File: src/rtl/axi_pmu_snapshot_reader.sv
`default_nettype none
// ============================================================================
// Module   : axi_pmu_snapshot_reader
// Purpose  : AXI4-Lite master that reads N_COUNTERS consecutive PMU counter
//            registers on a start pulse and streams each value out on a
//            valid/ready port. It can optionally write CLEAR_VALUE to the PMU
//            configuration register after the sweep. Only one AXI transaction
//            is outstanding at any time, and no bursts are issued.
// Ports    : M_AXI_ACLK_i / M_AXI_ARESET_i  - clock, synchronous active-high reset
//            start_i, clear_i               - sweep request and clear-after-sweep
//            busy_o, done_o, err_o          - sweep status
//            data_o, idx_o, data_valid_o,
//            data_ready_i                   - counter value stream
//            M_AXI_*                        - AXI4-Lite master channels
// Revision : 1.0 - initial release
// ============================================================================
module axi_pmu_snapshot_reader #(
   parameter int C_M_AXI_DATA_WIDTH = 32,
   parameter int C_M_AXI_ADDR_WIDTH = 7,
   parameter int N_COUNTERS         = 16,
   parameter logic [C_M_AXI_ADDR_WIDTH-1:0] CNT_BASE_ADDR = 'h0,
   parameter logic [C_M_AXI_ADDR_WIDTH-1:0] CONF_ADDR     = 'h40,
   parameter logic [C_M_AXI_DATA_WIDTH-1:0] CLEAR_VALUE   = 'h2,
   localparam int IDX_W = (N_COUNTERS > 1) ? $clog2(N_COUNTERS) : 1
) (
   input  logic                            M_AXI_ACLK_i,
   input  logic                            M_AXI_ARESET_i,
   input  logic                            start_i,
   input  logic                            clear_i,
   output logic                            busy_o,
   output logic                            done_o,
   output logic                            err_o,
   output logic [C_M_AXI_DATA_WIDTH-1:0]   data_o,
   output logic [IDX_W-1:0]                idx_o,
   output logic                            data_valid_o,
   input  logic                            data_ready_i,
   output logic [C_M_AXI_ADDR_WIDTH-1:0]   M_AXI_AWADDR_o,
   output logic                            M_AXI_AWVALID_o,
   input  logic                            M_AXI_AWREADY_i,
   output logic [C_M_AXI_DATA_WIDTH-1:0]   M_AXI_WDATA_o,
   output logic [C_M_AXI_DATA_WIDTH/8-1:0] M_AXI_WSTRB_o,
   output logic                            M_AXI_WVALID_o,
   input  logic                            M_AXI_WREADY_i,
   input  logic [1:0]                      M_AXI_BRESP_i,
   input  logic                            M_AXI_BVALID_i,
   output logic                            M_AXI_BREADY_o,
   output logic [C_M_AXI_ADDR_WIDTH-1:0]   M_AXI_ARADDR_o,
   output logic                            M_AXI_ARVALID_o,
   input  logic                            M_AXI_ARREADY_i,
   input  logic [C_M_AXI_DATA_WIDTH-1:0]   M_AXI_RDATA_i,
   input  logic [1:0]                      M_AXI_RRESP_i,
   input  logic                            M_AXI_RVALID_i,
   output logic                            M_AXI_RREADY_o
);

   localparam logic [C_M_AXI_ADDR_WIDTH-1:0] C_STRIDE   = C_M_AXI_ADDR_WIDTH'(C_M_AXI_DATA_WIDTH / 8);
   localparam logic [IDX_W-1:0]              C_LAST_IDX = IDX_W'(N_COUNTERS - 1);

   typedef enum logic [2:0] {
      S_IDLE = 3'd0,
      S_AR   = 3'd1,
      S_R    = 3'd2,
      S_OUT  = 3'd3,
      S_WR   = 3'd4,
      S_B    = 3'd5,
      S_DONE = 3'd6
   } state_t;

   state_t                          state_q, state_d;
   logic [IDX_W-1:0]                idx_q, idx_d;          // counter being read
   logic [IDX_W-1:0]                idx_out_q, idx_out_d;  // index presented on idx_o
   logic                            clear_q, clear_d;
   logic                            err_q, err_d;
   logic [C_M_AXI_DATA_WIDTH-1:0]   data_q, data_d;
   logic [C_M_AXI_ADDR_WIDTH-1:0]   araddr_q, araddr_d;
   logic [C_M_AXI_ADDR_WIDTH-1:0]   awaddr_q, awaddr_d;
   logic [C_M_AXI_DATA_WIDTH-1:0]   wdata_q, wdata_d;
   logic                            aw_done_q, aw_done_d;  // AW handshake already taken
   logic                            w_done_q, w_done_d;    // W handshake already taken
   logic                            aw_fin, w_fin;

   always_ff @(posedge M_AXI_ACLK_i) begin
      if (M_AXI_ARESET_i) begin
         state_q   <= S_IDLE;
         idx_q     <= '0;
         idx_out_q <= '0;
         clear_q   <= 1'b0;
         err_q     <= 1'b0;
         data_q    <= '0;
         araddr_q  <= '0;
         awaddr_q  <= '0;
         wdata_q   <= '0;
         aw_done_q <= 1'b0;
         w_done_q  <= 1'b0;
      end else begin
         state_q   <= state_d;
         idx_q     <= idx_d;
         idx_out_q <= idx_out_d;
         clear_q   <= clear_d;
         err_q     <= err_d;
         data_q    <= data_d;
         araddr_q  <= araddr_d;
         awaddr_q  <= awaddr_d;
         wdata_q   <= wdata_d;
         aw_done_q <= aw_done_d;
         w_done_q  <= w_done_d;
      end
   end

   // A channel counts as finished once it has handshaken in this or an earlier cycle.
   assign aw_fin = aw_done_q | M_AXI_AWREADY_i;
   assign w_fin  = w_done_q  | M_AXI_WREADY_i;

   always_comb begin
      state_d   = state_q;
      idx_d     = idx_q;
      idx_out_d = idx_out_q;
      clear_d   = clear_q;
      err_d     = err_q;
      data_d    = data_q;
      araddr_d  = araddr_q;
      awaddr_d  = awaddr_q;
      wdata_d   = wdata_q;
      aw_done_d = aw_done_q;
      w_done_d  = w_done_q;

      case (state_q)
         S_IDLE: begin
            if (start_i) begin
               clear_d  = clear_i;
               idx_d    = '0;
               err_d    = 1'b0;
               araddr_d = CNT_BASE_ADDR;
               state_d  = S_AR;
            end
         end
         S_AR: begin
            if (M_AXI_ARREADY_i) begin
               state_d = S_R;
            end
         end
         S_R: begin
            if (M_AXI_RVALID_i) begin
               data_d    = M_AXI_RDATA_i;
               idx_out_d = idx_q;
               if (M_AXI_RRESP_i != 2'b00) begin
                  err_d = 1'b1;
               end
               state_d = S_OUT;
            end
         end
         S_OUT: begin
            if (data_ready_i) begin
               if (idx_q != C_LAST_IDX) begin
                  idx_d    = idx_q + 1'b1;
                  // Address of the next counter is prepared here so ARADDR is
                  // already stable in the first AR cycle.
                  araddr_d = CNT_BASE_ADDR +
                             C_M_AXI_ADDR_WIDTH'(idx_q + 1'b1) * C_STRIDE;
                  state_d  = S_AR;
               end else if (clear_q) begin
                  awaddr_d  = CONF_ADDR;
                  wdata_d   = CLEAR_VALUE;
                  aw_done_d = 1'b0;
                  w_done_d  = 1'b0;
                  state_d   = S_WR;
               end else begin
                  state_d = S_DONE;
               end
            end
         end
         S_WR: begin
            if (M_AXI_AWREADY_i) begin
               aw_done_d = 1'b1;
            end
            if (M_AXI_WREADY_i) begin
               w_done_d = 1'b1;
            end
            if (aw_fin && w_fin) begin
               state_d = S_B;
            end
         end
         S_B: begin
            if (M_AXI_BVALID_i) begin
               if (M_AXI_BRESP_i != 2'b00) begin
                  err_d = 1'b1;
               end
               state_d = S_DONE;
            end
         end
         S_DONE: begin
            state_d = S_IDLE;
         end
         default: begin
            state_d = S_IDLE;
         end
      endcase
   end

   // All handshake outputs are pure decodes of registered state, so no VALID
   // ever depends on a READY input.
   assign M_AXI_ARVALID_o = (state_q == S_AR);
   assign M_AXI_RREADY_o  = (state_q == S_R);
   assign M_AXI_AWVALID_o = (state_q == S_WR) && !aw_done_q;
   assign M_AXI_WVALID_o  = (state_q == S_WR) && !w_done_q;
   assign M_AXI_BREADY_o  = (state_q == S_B);
   assign data_valid_o    = (state_q == S_OUT);
   assign done_o          = (state_q == S_DONE);
   assign busy_o          = (state_q != S_IDLE) && (state_q != S_DONE);

   assign M_AXI_ARADDR_o  = araddr_q;
   assign M_AXI_AWADDR_o  = awaddr_q;
   assign M_AXI_WDATA_o   = wdata_q;
   assign M_AXI_WSTRB_o   = '1;
   assign data_o          = data_q;
   assign idx_o           = idx_out_q;
   assign err_o           = err_q;

endmodule
`default_nettype wire

File: config.mk
export PLATFORM = sky130hd
export DESIGN_NAME = axi_pmu_snapshot_reader
export DESIGN_NICKNAME = d
export VERILOG_FILES = /design/src/rtl/axi_pmu_snapshot_reader.sv
export SDC_FILE = /design/constraint.sdc
export NUM_CORES = 1
export LEC_CHECK = 0
export BUFFER_PORTS_ARGS = -buffer_cell sky130_fd_sc_hd__buf_2
export CAP_MARGIN = 40
export CORE_MARGIN = 4
export CORE_UTILIZATION = 35
export CTS_BUF_LIST = sky130_fd_sc_hd__clkbuf_8 sky130_fd_sc_hd__clkbuf_16
export DETAILED_ROUTE_END_ITERATION = 10
export HOLD_SLACK_MARGIN = 0.05
export PLACE_DENSITY = 0.69
export SETUP_SLACK_MARGIN = 0.4
export SLEW_MARGIN = 20
export SYNTH_ARGS = -nofsm -noshare
export SYNTH_HDL_FRONTEND = slang
export SYNTH_SLANG_ARGS = --single-unit
File: constraint.sdc
create_clock -name M_AXI_ACLK_i -period 2 [get_ports M_AXI_ACLK_i]
set_clock_uncertainty 0.15 [all_clocks]
set_input_delay 0 -clock M_AXI_ACLK_i [delete_from_list [all_inputs] [get_ports M_AXI_ACLK_i]]
set_output_delay 0 -clock M_AXI_ACLK_i [all_outputs]
set_load 0.02 [all_outputs]
# --- Word level (Yosys, flattened, before mapping) ---
# Index checks and enable logic that the tools add are counted.
classes:
  addsub: 2
  n_mul: 0
  div_mod_pow: 0
  magnitude_cmp: 0
  eq_ne: 21
  n_shift: 0
  n_mux: 30
  bitwise: 3
  n_reduce_logical: 21
ops:
  columns: ["cell", "n"]
  rows:
  - ["$mux W3", 7]
  - ["$mux W7", 3]
  - ["$pmux W3 S6", 1]
  - ["$ne A2 B2 Y1 const B", 7]
  - ["$pmux W7 S2", 1]
  - ["$mux W4", 3]
  - ["$ne A2 B1 Y1 const B", 6]
  - ["$reduce_and A6 Y1", 2]
  - ["$mux W1", 10]
  - ["$reduce_and A5 Y1", 2]
  - ["$eq A3 B3 Y1 const B", 3]
  - ["$pmux W4 S2", 1]
  - ["$reduce_and A4 Y1", 2]
  - ["$reduce_bool A2 Y1", 4]
  - ["$eq A3 B2 Y1 const B", 2]
  - ["$reduce_bool A3 Y1", 2]
  - ["$add A4 B1 Y5 const B", 1]
  - ["$add A4 B1 Y4 const B", 1]
  - ["$logic_and A1 B1 Y1", 4]
  - ["$ne A4 B4 Y1 const B", 1]
  - ["$pmux W1 S2", 2]
  - ["$reduce_and A2 Y1", 2]
  - ["$eq A3 B1 Y1 const B", 1]
  - ["$logic_not A3 Y1", 1]
  - ["6 further kinds", 8]
word_totals:
  reg_bits: 55
  latchBits: 0
  ramBits: 0
  mem_bits_ro: 0
  input_bits: 46
  out_inout_bits: 95
  wordCells: 87
  mem_count: 0

# --- Logic depth before layout (Yosys ltp) ---
# Gate-level depths: netlist (run 1).
logic_depth:
  word_depth: 4
  mapped_depth: 6
  mapped_depth_nobuf: 5

# --- Worst setup path after synthesis (run 1) ---
# No wires, ideal clock.
synth_timing:
  kind: "register to register"
  start: "register state_q[1]"
  end: "register data_q[10] (netlist: data_o[10])"
  setup_time_ns: 0.132
  arrival_time_ns: 1.390
  required_time_ns: 1.718
  slack_ns: 0.328
  stages_incl_launch_ff: 6
  period_less_slack_ns: 1.672
  path_cell_list: "dfxtp_1 nor3b_2 nand2_1 clkbuf_1 nand2_1 a21oi_1"
synth_between:
  elab_chain_cells: 2
synth_lines:
  columns: ["item", "line", "rtl"]
  rows:
  - ["start: declaration", "69", "state_t state_q, state_d;"]
  - ["start signal: assignment", "96", "state_q <= state_d;"]
  - ["$eq A3 B2 Y1", null, null]
  - ["net M_AXI_RREADY_o", "53", "output logic M_AXI_RREADY_o"]
  - ["$reduce_and A2 Y1 (no source line)", null, null]
  - ["end signal: assignment", "101", "data_q <= data_d;"]
  - ["end: declaration", "74", "logic [C_M_AXI_DATA_WIDTH-1:0] data_q, data_d;"]
# The timed path passes the listed nets, and every way through them passes these cells.
# A chain may end at the register's enable or synchronous reset.

# --- Worst setup path in the final report (run 1) ---
layout_timing:
  start: "register state_q[1]"
  end: "register state_q[0]"
layout_between:
  elab_chain_cells: 3
  word_cells_on_any_way: 14
  classes_between: "11 x eq/ne; 1 x mux; 2 x reduce/logical"
layout_lines:
  columns: ["item", "line", "rtl"]
  rows:
  - ["$eq A3 B3 Y1 (tied with other cells)", "127", "case (state_q)"]
  - ["$ne A2 B2 Y1 (no source line) / $ne A2 B1 Y1 (equally long branches)", null, null]
  - ["$reduce_and A6 Y1 (no source line)", null, null]
# Parallel ways exist; a longest one is shown, timed or not.

==> results of run 1 <==
[routing by layer]
metal | wire length [um] | part of all wire | track usage
met4 | 48 | 0.0072 | 0.0419
met3 | 535 | 0.081 | 0.0433
met5 | 0 | 0 | 0
met1 | 2650 | 0.40 | 0.178
met2 | 3410 | 0.51 | 0.276
[cell families (layout without fill, tap and decap cells)]
family	count (synthesis)	count (layout)	synth area share
compound gates	61	61	0.141
fa+ha+maj	1	1	0.00539
buf+inv	62	157	0.180
flops	49	49	0.423
mux	2	2	0.00863
other cells	2	43	0.00324
simple gates	118	118	0.239
[timing repair]
action / in CTS / in global routing
cloned: 0 / 1
pin swaps: 0 / 1
setup buffers: 0 / 2
gates resized for setup: 12 / 10
hold buffers: 41 / 0
endpoints found under the setup margin: 54 / 42
endpoints found under the hold margin: 47 / 0
[cells in the final DEF (no fill, tap or decap), drive strengths merged, types with 2 or more instances in the layout]
cell,n
buf,105
nand2,76
dfxtp,49
a21oi,48
conb,43
dlygate4sd3,41
nor2,10
clkbuf,7
nor3,4
o21ai,4
nor2b,4
nand3b,3
and2,3
nor3b,3
nand3,2
nand4b,2
a31oi,2
mux2i,2
nand4,2
inv,2
nor4b,2
clkinv,2
[power by group]
group / total (mW) / internal, mW / switching (mW)
registers: 1.12 / 1.04 / 0.0785
logic: 0.726 / 0.306 / 0.420
clock network: 0.617 / 0.281 / 0.336
total: 2.46 / 1.63 / 0.835
[cell usage after synthesis (3+ instances only)]
cell / count / share of area
nor2b_1: 4 / 0.011
nor2_1: 10 / 0.016
and2_1: 3 / 0.0081
o21ai_0: 4 / 0.0086
dfxtp_1: 49 / 0.42
nand3b_1: 3 / 0.0097
buf_2: 3 / 0.0065
nor3_1: 4 / 0.0086
a21oi_1: 48 / 0.10
nand2_1: 76 / 0.12
clkbuf_1: 9 / 0.015
buf_4: 48 / 0.16
[path summary, 6_finish.rpt]
kind,endpoint,depth (start not counted),slack (ns),start
worst max register to register,state_q[0],5,0.44,state_q[1]
worst min register to register,data_o[30],2,0.31,data_o[30]
worst max-delay path,state_q[0],5,0.44,state_q[1]
worst min-delay path,state_q[1],4,0.11,M_AXI_RVALID_i
[state kept, by name (all words and copies together) (netlist names)]
| register | flops |
|---|---|
| M_AXI_ARADDR_o | 2 |
| data_o | 32 |
| aw_done_q | 1 |
| state_q | 3 |
| M_AXI_AWADDR_o | 1 |
| idx_o | 4 |
| err_o | 1 |
| idx_q | 3 |
| clear_q | 1 |
| w_done_q | 1 |
[stage by stage]
| step | area (um^2) | std cells | hold WS (ns) |
|---|---|---|---|
| 5_1_grt | 3340 | 508 | 0.116 |
| 3_5_place_dp | 2730 | 456 | 0.0955 |
| 4_1_cts | 3260 | 505 | 0.0907 |
| 6_report | 3340 | 508 | 0.114 |
| 3_3_place_gp | 2730 | 456 | 0.0906 |
| 2_1_floorplan | 2480 | 336 | -0.0140 |
[worst max-delay path: stages, from the launching register on]
cell	delay [ns]
dfxtp_4	0.38
buf_8	0.15
mux2i_1	0.15
a22o_1	0.22
o41ai_1	0.27
a21oi_1	0.11
[cell type report]
type	count	area [um^2]
clock buffer	6	82.6
clock inverter	2	13.8
fill	616	3050
inverter	2	10.0
multi-input combinational	225	1130
sequential	49	995
tap	77	96.3
timing repair buffer	147	1010
==> flow_metrics.tcl, run 1 <==
set metrics [dict create \
    status "finished clean" \
    fmax_ghz 0.639 \
    final-setup-viol-count 0 \
    vias 2331 \
    cts_tree "yes" \
    setup-tns-final_ns 0 \
    dr.pass1.iters 6 \
    grt_pass1_vias 2160 \
    hold_class "input pin to flop" \
    core_mm2 0.00639 \
    die_w_um 89.4 \
    die_h_um 89.4 \
    powerDensity_mw_per_mm2 738 \
    area_delta_synth_final_pct 44.0 \
    clock-sinks 49 \
    leakage_nw 1.53 \
    finalCriticalPeriod_ns 1.56 \
    diodes 0 \
    routabilityCongestion 0.777 \
    start_kind "flop" \
    clk_pin_slew_ns 0.09 \
    place_hpwl_um 4140 \
    seq_area_frac_synth 0.423 \
    clock_path_buffers 2 \
    fin_nets 477 \
    fin_util 0.523 \
    io_pins 141 \
    maxCapViolCount 0 \
    worstPathRequired_ns 2.02 \
    slew_violations 0 \
    avgSynthCellArea_um2 7.86 \
    antenna_found_initial 0 \
    port_buffers 97 \
    dpl_worst_slack_ns 0.167 \
    syn_area_mm2 0.00232 \
    peakVddDrop_mv 0.374 \
    root_buffer "clkbuf_8" \
    cts_inserted_buffers 5 \
    yosys_most_used_dff "dfxtp_1" \
    clock_latency_ns 0.29 \
    rsz0062_at_grt "yes" \
    grt_pass1_wl_um 9780 \
    async_reset_ff_frac 0 \
    grt_max_degree 37 \
    crit_fanout 9 \
    num_rows 29 \
    drive_gt1_frac 0.302 \
    drc_errors 0 \
    yosys_warnings 0 \
    synth_cell_type_count 38 \
    synthCells 295 \
    grt_overflow 0 \
    hold_viol_final 0 \
    fin_crit_sh 0.782 \
    start_util 0.363 \
    wl_per_cell_um 13.1 \
    synth_edf_count 0 \
    ys_ff_latch 49 \
    cts_htree_levels 2 \
    drt-initial-drc-count 80 \
    die-area_mm2 0.00799 \
    vias_per_cell 4.59 \
    grt_usage 0.154 \
    end_kind "flop" \
    drtAntennaViolNets 0 \
    p_total_mw 2.46 \
    arrival_ns 1.58 \
    crit_type "flop to flop" \
    worst_slack_ns 0.435 \
    drt-total-wl_um 6640 \
]
(Power assumes the default switching activity.)
==> run 2: changes to the inputs <==
--- a/config.mk
+++ b/config.mk
@@ -5,6 +5,7 @@
 export SDC_FILE = /design/constraint.sdc
 export NUM_CORES = 1
 export LEC_CHECK = 0
+export ABC_AREA = 1
 export BUFFER_PORTS_ARGS = -buffer_cell sky130_fd_sc_hd__buf_2
 export CAP_MARGIN = 40
 export CORE_MARGIN = 4
@@ -12,7 +13,7 @@
 export CTS_BUF_LIST = sky130_fd_sc_hd__clkbuf_8 sky130_fd_sc_hd__clkbuf_16
 export DETAILED_ROUTE_END_ITERATION = 10
 export HOLD_SLACK_MARGIN = 0.05
-export PLACE_DENSITY = 0.69
+export PLACE_DENSITY = 0.72
 export SETUP_SLACK_MARGIN = 0.4
 export SLEW_MARGIN = 20
 export SYNTH_ARGS = -nofsm -noshare
==> constraint.sdc (replaced) <==
create_clock -name M_AXI_ACLK_i -period 1.27 [get_ports M_AXI_ACLK_i]
set_clock_uncertainty 0.15 [all_clocks]
set_input_delay 0 -clock M_AXI_ACLK_i [delete_from_list [all_inputs] [get_ports M_AXI_ACLK_i]]
set_output_delay 0 -clock M_AXI_ACLK_i [all_outputs]
set_load 0.02 [all_outputs]
==> flow_metrics.tcl, run 2 <==
set metrics [dict create \
    mostFrequentLayoutCell "nor2_1" \
    postCtsHoldBufs 37 \
    antenna_found_initial 0 \
    grt_max_degree 21 \
    clk_pin_slew_ns 0.09 \
    fin_nets 552 \
    slew_violations 0 \
    worstPathRequired_ns 1.12 \
    crit_type "flop to output port" \
    grt_pass1_vias 2600 \
    rsz0062_at_grt "yes" \
    start_util 0.365 \
    num_rows 29 \
    grt_overflow 0 \
    cts_inserted_buffers 5 \
    dpl_worst_slack_ns -0.267 \
    cts_htree_levels 2 \
    cp_num_buf_inv 4 \
    synth_cell_type_count 23 \
    grt_usage 0.174 \
    holdWs_ns -0.131 \
    status "complete, but fails checks" \
    crit_start "state_q[2]" \
    die-area_mm2 0.00808 \
    yosys.area.top_type_share 0.418 \
    leakage_nw 2.04 \
    worstPathCellList "clkinvlp_4, nand2_2, inv_2, buf_4, nor2_4, buf_6" \
    crit_path_top_delay_cell "dfxtp_4" \
    fmax_ghz 0.656 \
    wl_per_cell_um 13.5 \
    path_depth 6 \
    routabilityCongestion 0.937 \
    async_reset_ff_frac 0 \
    clock_path_buffers 2 \
    die_w_um 89.9 \
    powerDensity_mw_per_mm2 1540 \
    core_mm2 0.00642 \
    start_kind "flop" \
    synthTopCellsByCount "nor2_1 (94), dfxtp_1 (49), buf_4 (46), o21ai_0 (41), nand2_1 (31)" \
    arrival_ns 1.37 \
    r2r-end "data_o[31]" \
    root_buffer "clkbuf_8" \
    drt-initial-drc-count 51 \
    stdcell_area_mm2 0.00441 \
    drt-total-wl_um 7870 \
    largest_reg_flops 32 \
    vias_per_cell 4.50 \
    seq_area_frac_synth 0.418 \
    fin_crit_sh 1.20 \
    yosys_most_used_dff "dfxtp_1" \
    violations "negative hold slack, negative setup slack" \
    area_delta_synth_final_pct 87.8 \
    r2r_slack_ns -0.23 \
    synthCells 326 \
    worstSetupEndpoint "busy_o" \
    cts_tree "yes" \
    vias 2622 \
    yosysMostFrequentCell "nor2_1" \
    clock_latency_ns 0.30 \
    syn_area_mm2 0.00235 \
    worst_slack_ns -0.254 \
    drive_gt1_frac 0.565 \
    avgSynthCellArea_um2 7.20 \
    peakVddDrop_mv 0.790 \
    setup-tns-final_ns -9.97 \
    yosys_warnings 0 \
    placed_area_mm2 0.00296 \
    grt_pass1_wl_um 11900 \
    yosys.area.top_type "dfxtp_1" \
    dr.pass1.iters 5 \
    ys_ff_latch 49 \
    drc_errors 0 \
    hold_viol_final 4 \
    drtAntennaViolNets 0 \
    maxCapViolCount 0 \
    synth_area_leaders "dfxtp_1 (42%), nor2_1 (15%), buf_4 (15%)" \
    synth_edf_count 0 \
    crit_fanout 5 \
    end_kind "output port" \
    io_pins 141 \
    port_buffers 97 \
    place_hpwl_um 4720 \
    hold_class "input pin to flop" \
    rr_worst_depth 6 \
    final-setup-viol-count 57 \
    worst_path_largest_cell_delay_ns 0.38 \
    die_h_um 89.9 \
    p_total_mw 6.80 \
    final_cell_mix "nor2_1 (81), buf_6 (68), buf_2 (45)" \
    finalCriticalPeriod_ns 1.52 \
    r2r-start "state_q[2]" \
    crit_family "buffers and inverters" \
    diodes 0 \
    clock-sinks 49 \
]
-- run 2: cell types whose count changed in the layout (fill, tap and decap cells not counted), sizes merged, moves of 3 or more --
cell         previous run  this run
nor2b                   4         0
and2                    3         0
nand3b                  3         0
nor2                   10        95
inv                     2        20
dlygate4sd3            41        37
nor3b                   3         0
o21ai                   4        41
a21oi                  48        10
buf                   105       151
nand2                  76        32
nand3                   2        13
-- run 2: layer usage --
metal,share of wire,vias to the layer above,track usage
met3,0.054,8,0.0426
li1,-,1299,-
met1,0.38,1226,0.188
met2,0.56,89,0.337
met4,0.010,0,0.0446
met5,0,-,0
-- run 2: per-stage QoR --
step                utilization  std cells
detailed placement        0.461        516
global placement          0.461        516
floorplan                     -        367
finish                    0.686        583
CTS                       0.634        571
global route              0.686        583
-- run 2: tightest hold or removal path: cells and delay by family --
family	cells	cell delay (ns)
AO/OA/AOI/OAI	1	0.05
AND/OR/NAND/NOR	1	0.10
buffers and inverters	1	0.12
-- run 2: area by class of cell --
| class | instances | area, um^2 |
|---|---|---|
| Fill cell | 497 | 2010 |
| Tap cell | 77 | 96.3 |
| Multi-Input combinational cell | 242 | 1370 |
| Timing Repair Buffer | 188 | 1710 |
| Sequential cell | 49 | 1050 |
| Clock inverter | 2 | 10.0 |
| Clock buffer | 6 | 82.6 |
| Inverter | 19 | 85.1 |
-- run 2: logic make-up after synthesis --
kind of cell | count (synthesis) | synth area share
other | 2 | 0.00320
flip-flops | 49 | 0.418
AO/OA/AOI/OAI | 51 | 0.109
AND/OR/NAND/NOR | 145 | 0.252
XOR/XNOR | 2 | 0.00746
buffers and inverters | 76 | 0.205
adder cells (fa/ha/maj) | 1 | 0.00533
-- run 2: report_power, final --
part	internal, mW	switching, mW	total (mW)
registers	1.92	0.297	2.22
logic	1.74	1.88	3.62
clock network	0.437	0.515	0.952
total	4.10	2.69	6.80
-- run 2: worst min-delay path by stage --
stage / end / depth (start not counted) / slack [ns] / start
2_1_floorplan: M_AXI_ARADDR_o[5] / 1 / -0.08 / M_AXI_ARESET_i
3_3_place_gp: data_o[8] / 3 / 0.10 / M_AXI_RDATA_i[8]
3_5_place_dp: data_o[1] / 3 / 0.11 / M_AXI_RDATA_i[1]
4_1_cts: clear_q / 3 / -0.15 / start_i
5_1_grt: clear_q / 3 / -0.13 / start_i
6_report: clear_q / 3 / -0.13 / start_i
-- run 2: repair_timing --
action                                  CTS  global route
endpoints found under the setup margin  101           101
setup buffers                            10            12
gates resized for setup                 239            66
endpoints found under the hold margin    44             4
pin swaps                                 9            16
